<file path="src/rtl/cacheline_pkg.sv">
// Shared types and geometry for the cache-line to memory-burst adaptor.
package cacheline_pkg;

    localparam int LINE_WIDTH  = 256;
    localparam int BURST_WIDTH = 64;
    localparam int ADDR_WIDTH  = 32;
    localparam int BEATS       = LINE_WIDTH / BURST_WIDTH;
    localparam int OFFSET      = $clog2(LINE_WIDTH / 8);
    localparam int CNT_WIDTH   = $clog2(BEATS);

    typedef enum logic [2:0] {
        IDLE,
        RD_BURST,
        RD_DONE,
        WR_BURST,
        WR_DONE
    } adaptor_state_t;

    typedef logic [LINE_WIDTH-1:0]  line_t;
    typedef logic [BURST_WIDTH-1:0] beat_t;
    typedef logic [ADDR_WIDTH-1:0]  addr_t;
    typedef logic [CNT_WIDTH-1:0]   cnt_t;

    // Clear the byte-within-line bits so memory always sees a line-aligned address.
    function automatic addr_t line_align(input addr_t addr);
        return {addr[ADDR_WIDTH-1:OFFSET], {OFFSET{1'b0}}};
    endfunction

endpackage

</file>
<file path="src/rtl/cacheline_burst_adaptor.sv">
// Converts one line-wide cache request into BEATS memory beats (read or write)
// and presents a single one-cycle completion pulse back to the cache.
module cacheline_burst_adaptor
    import cacheline_pkg::*;
(
    input  logic                   clk,
    input  logic                   rst,
    input  logic [LINE_WIDTH-1:0]  line_i,
    output logic [LINE_WIDTH-1:0]  line_o,
    input  logic [ADDR_WIDTH-1:0]  address_i,
    input  logic                   read_i,
    input  logic                   write_i,
    output logic                   resp_o,
    input  logic [BURST_WIDTH-1:0] burst_i,
    output logic [BURST_WIDTH-1:0] burst_o,
    output logic [ADDR_WIDTH-1:0]  address_o,
    output logic                   read_o,
    output logic                   write_o,
    input  logic                   resp_i
);

    adaptor_state_t state;
    adaptor_state_t state_next;
    cnt_t           cnt;
    line_t          buffer;
    addr_t          addr_q;
    logic           last_beat;

    assign last_beat = (cnt == cnt_t'(BEATS - 1));
    assign line_o    = buffer;
    assign address_o = addr_q;

    // State register, beat counter, line buffer and latched address.
    // NOTE: sequential state uses non-blocking assignments so every register
    // samples pre-edge values, independent of statement order.
    always_ff @(posedge clk) begin
        if (rst) begin
            // NOTE: the line buffer is reset (not left uninitialised like a RAM)
            // because line_o is architecturally visible and must read 0 after reset.
            state  <= IDLE;
            cnt    <= '0;
            buffer <= '0;
            addr_q <= '0;
        end else begin
            state <= state_next;
            unique case (state)
                IDLE: begin
                    // Write has priority; resp_i is deliberately ignored here.
                    if (write_i) begin
                        addr_q <= line_align(address_i);
                        buffer <= line_i;
                    end else if (read_i) begin
                        addr_q <= line_align(address_i);
                    end
                end
                RD_BURST: begin
                    if (resp_i) begin
                        buffer[int'(cnt) * BURST_WIDTH +: BURST_WIDTH] <= burst_i;
                        cnt <= last_beat ? '0 : cnt + cnt_t'(1);
                    end
                end
                WR_BURST: begin
                    if (resp_i) begin
                        cnt <= last_beat ? '0 : cnt + cnt_t'(1);
                    end
                end
                default: ;
            endcase
        end
    end

    // Next-state decode and Moore outputs to memory and cache.
    always_comb begin
        // NOTE: every output gets a default first so no path through the case
        // leaves a signal unassigned, which would infer a latch.
        state_next = state;
        read_o     = 1'b0;
        write_o    = 1'b0;
        resp_o     = 1'b0;
        burst_o    = '0;
        unique case (state)
            IDLE: begin
                if (write_i) begin
                    state_next = WR_BURST;
                end else if (read_i) begin
                    state_next = RD_BURST;
                end
            end
            RD_BURST: begin
                read_o = 1'b1;
                if (resp_i && last_beat) begin
                    state_next = RD_DONE;
                end
            end
            RD_DONE: begin
                resp_o     = 1'b1;
                state_next = IDLE;
            end
            WR_BURST: begin
                write_o = 1'b1;
                burst_o = buffer[int'(cnt) * BURST_WIDTH +: BURST_WIDTH];
                if (resp_i && last_beat) begin
                    state_next = WR_DONE;
                end
            end
            WR_DONE: begin
                resp_o     = 1'b1;
                state_next = IDLE;
            end
            default: state_next = IDLE;
        endcase
    end

endmodule

</file>
<file path="config.mk">
export PLATFORM = sky130hd
export DESIGN_NAME = cacheline_burst_adaptor
export DESIGN_NICKNAME = d
export VERILOG_FILES = /design/src/rtl/cacheline_pkg.sv /design/src/rtl/cacheline_burst_adaptor.sv
export SDC_FILE = /design/constraint.sdc
export NUM_CORES = 1
export LEC_CHECK = 0
export CAP_MARGIN = 20
export CORE_AREA = 4 4 276 278
export DETAILED_ROUTE_END_ITERATION = 8
export DIE_AREA = 0 0 280 282
export GPL_ROUTABILITY_DRIVEN = 0
export SYNTH_ARGS = -nofsm -noshare
export SYNTH_HDL_FRONTEND = slang
export SYNTH_SLANG_ARGS = --single-unit
</file>
<file path="constraint.sdc">
create_clock -name clk -period 2.36 [get_ports clk]
set_clock_uncertainty 0.05 [all_clocks]
set_input_delay 0.708 -clock clk [delete_from_list [all_inputs] [get_ports clk]]
set_output_delay 0.708 -clock clk [all_outputs]
set_load 0.05 [all_outputs]
</file>
==> flow_metrics.env <==
export IMPL_status="complete, but fails checks"
export IMPL_violations="negative setup slack"
export IMPL_finalSetupViolCount=64
export IMPL_cp_data_required_time_ps=1600
export IMPL_drc=0
export IMPL_peakVddDrop_v=0.000404
export IMPL_clock_sinks=288
export IMPL_path_class="flip-flop to output pin"
export IMPL_area_growth_pct=69.0
export IMPL_crit_path_cell_trace="buf_12 -> buf_12 -> mux4_2 -> and3_4 -> buf_6"
export IMPL_die_area_sq_um=79000
export IMPL_final_cell_mix="clkdlybuf4s50_1 (350), nand3_1 (285), dfxtp_1 (283), nand2b_1 (257), a211oi_1 (257)"
export IMPL_crit_start="cnt[0]$_SDFFE_PP0P_"
export IMPL_drt_initial_drc_count=2480
export IMPL_slowest_stage="mux4_2"
export IMPL_grtUsageTotal_pct=22.4
export IMPL_die_x_um=280
export IMPL_rsz0062_at_grt="yes"
export IMPL_worst_slew_margin_rel_pct=57.1
export IMPL_io_buffers=701
export IMPL_ys_seq_area_share_pct=34.3
export IMPL_p_leak_nw=10.3
export IMPL_hold_path_class="flip-flop to flip-flop"
export IMPL_maxCapViolCount=0
export IMPL_netlist_area_sq_um=16800
export IMPL_final_common_cell="clkdlybuf4s50_1"
export IMPL_cp_end_kind="output pin"
export IMPL_yosys_warnings=0
export IMPL_drv_slew=0
export IMPL_grt_max_degree=138
export IMPL_synth_avg_cell_area_sq_um=9.09
export IMPL_clkLatencyLatePin_ps=530
export IMPL_yosysUniqueCellTypes=37
export IMPL_fillCellCount=7317
export IMPL_power_total_mw=19.1
export IMPL_synth_async_reset_ratio_pct=0
export IMPL_ios=712
export IMPL_max_freq_mhz=343
export IMPL_clk_pin_slew_ps=60
export IMPL_ys_ff_latch=288
export IMPL_finalCriticalPeriod_ps=2910
export IMPL_grt_pass1_wl_mm=136
export IMPL_core_sq_um=73900
export IMPL_finalNetCount=2891
export IMPL_timing_hold_ws_ps=429
export IMPL_ctsHoldBuffers=0
export IMPL_placed_cell_area_sq_um=26000
export IMPL_pwr_density_cell_nw_per_um2=674
export IMPL_fin_area_sq_um=28400
export IMPL_cpMostUsedCell="buf_12"
export IMPL_antenna_found_initial=14
export IMPL_cts_tree="done"
export IMPL_drt_first_pass_iters=5
export IMPL_critical_path_arrival_ps=2160
export IMPL_h_tree_depth=2
export IMPL_die_h_um=282
export IMPL_ys_flop_type="dfxtp_1"
export IMPL_root_buffer="clkbuf_16"
export IMPL_cpPeakStageDelay_ps=530
export IMPL_clk_path_buf_depth=3
export IMPL_synth_edf_count=0
export IMPL_worst_path_max_fanout=8
export IMPL_cts_buffers=35
export IMPL_hold_viol_final=0
export IMPL_finalWorstSetupSlack_ps=-554
export IMPL_drive_gt1_share_pct=23.7
export IMPL_post_route_period_util_pct=123
export IMPL_drt_total_wl_mm=104
export IMPL_r2r_start="cnt[0]$_SDFFE_PP0P_"
export IMPL_grt_overflow=0
export IMPL_netlist_instances=1848
export IMPL_worst_pin_slew_ps=643
export IMPL_fin_cells=3532
export IMPL_rows=100
export IMPL_post_drt_wl_per_cell_um=29.4
export IMPL_start_util_pct=22.7
export IMPL_via_count=20800
export IMPL_post_dp_hpwl_mm=67.6
export IMPL_ant_nets=0
export IMPL_cp_start_kind="flip-flop"
export IMPL_min_delay_start="address_o[9]$_SDFFE_PP0P_"
export IMPL_place_inst=3407
export IMPL_vias_per_cell=5.88
export IMPL_grt_pass1_vias=20400
==> layout make-up <==
cell class | instances | area [sq um] | area share [%]
clock inverter | 6 | 35.0 | 0.123
clock buffer | 55 | 1070 | 3.78
inverter | 3 | 13.8 | 0.0485
multi-input combinational | 1285 | 10300 | 36.4
sequential | 288 | 5780 | 20.4
tap | 969 | 1210 | 4.27
antenna | 11 | 27.5 | 0.0970
timing repair buffer | 915 | 9900 | 34.9
==> cells in the mapped netlist (all sizes together), types with 2 or more instances <==
library cell / count / area share, %
nand3: 289 / 8.6
and3b: 3 / 0.16
a21oi: 33 / 1.2
nand2: 3 / 0.067
clkbuf: 149 / 3.3
mux4: 64 / 8.6
a311oi: 256 / 13
nor4b: 2 / 0.28
inv: 3 / 0.067
and4bb: 2 / 0.15
ha: 6 / 0.45
o21ai: 29 / 0.86
and3: 64 / 2.4
nand2b: 257 / 9.6
a211oi: 257 / 11
nor2: 3 / 0.067
dfxtp: 288 / 34
buf: 127 / 4.5
==> report_power, final <==
| group | internal (mW) | switching, mW | total [mW] |
|---|---|---|---|
| logic | 2.98 | 4.81 | 7.79 |
| clock network | 3.12 | 2.24 | 5.36 |
| registers | 5.41 | 0.564 | 5.98 |
==> path summary, 6_finish.rpt <==
check | end | slack (ps) | cells past startpoint
max | burst_o[63] | -550 | 5
min reg2reg | address_o[9]$_SDFFE_PP0P_ | 430 | 2
min | address_o[9]$_SDFFE_PP0P_ | 430 | 2
max reg2reg | line_o[197]$_SDFFE_PP0P_ | 0 | 11
==> critical path, delay by kind of cell (launching register included) <==
kind                   cells  cell delay, ps
multiplexers               1             530
flip-flops                 1             390
AND/OR/NAND/NOR            1             200
buffers and inverters      3             460
==> repair_timing <==
action | 4_1_cts | 5_1_grt
endpoints found under the setup margin | 262 | 315
pin swaps | 62 | 9
buffers inserted | 12 | 19
gates resized for setup | 306 | 29
cloned | 4 | 21
==> metal layers <==
layer	global-route usage, %	routed length [um]
met1	27.8	39600
met2	37.2	48200
met3	5.35	10800
met4	10.1	5130
met5	0	27
==> cell families (layout without fill, tap and decap cells) <==
family	Yosys count	after routing	synth area share (%)
fa+ha+maj	6	6	0.447
mux	64	64	8.58
xor+xnor	1	1	0.0522
other cells	1	16	0.0223
flops	288	288	34.3
buf+inv	279	979	7.94
compound gates	579	579	27.1
simple gates	630	630	21.6
==> sequential cells by signal, indices dropped and copies added (netlist names) <==
name	flops
line_o	256
address_o	27
cnt	2
state	3
==> metrics by stage <==
stage	setup TNS (ps)	util (%)	worst slack, ps
3_5_place_dp	-34070	35.2	-262
5_1_grt	-35010	38.4	-599
2_1_floorplan	-3780	-	-91.6
4_1_cts	-38120	37.3	-580
3_3_place_gp	-22200	35.2	-135
6_report	-30990	38.4	-554
(Power assumes the default switching activity.)
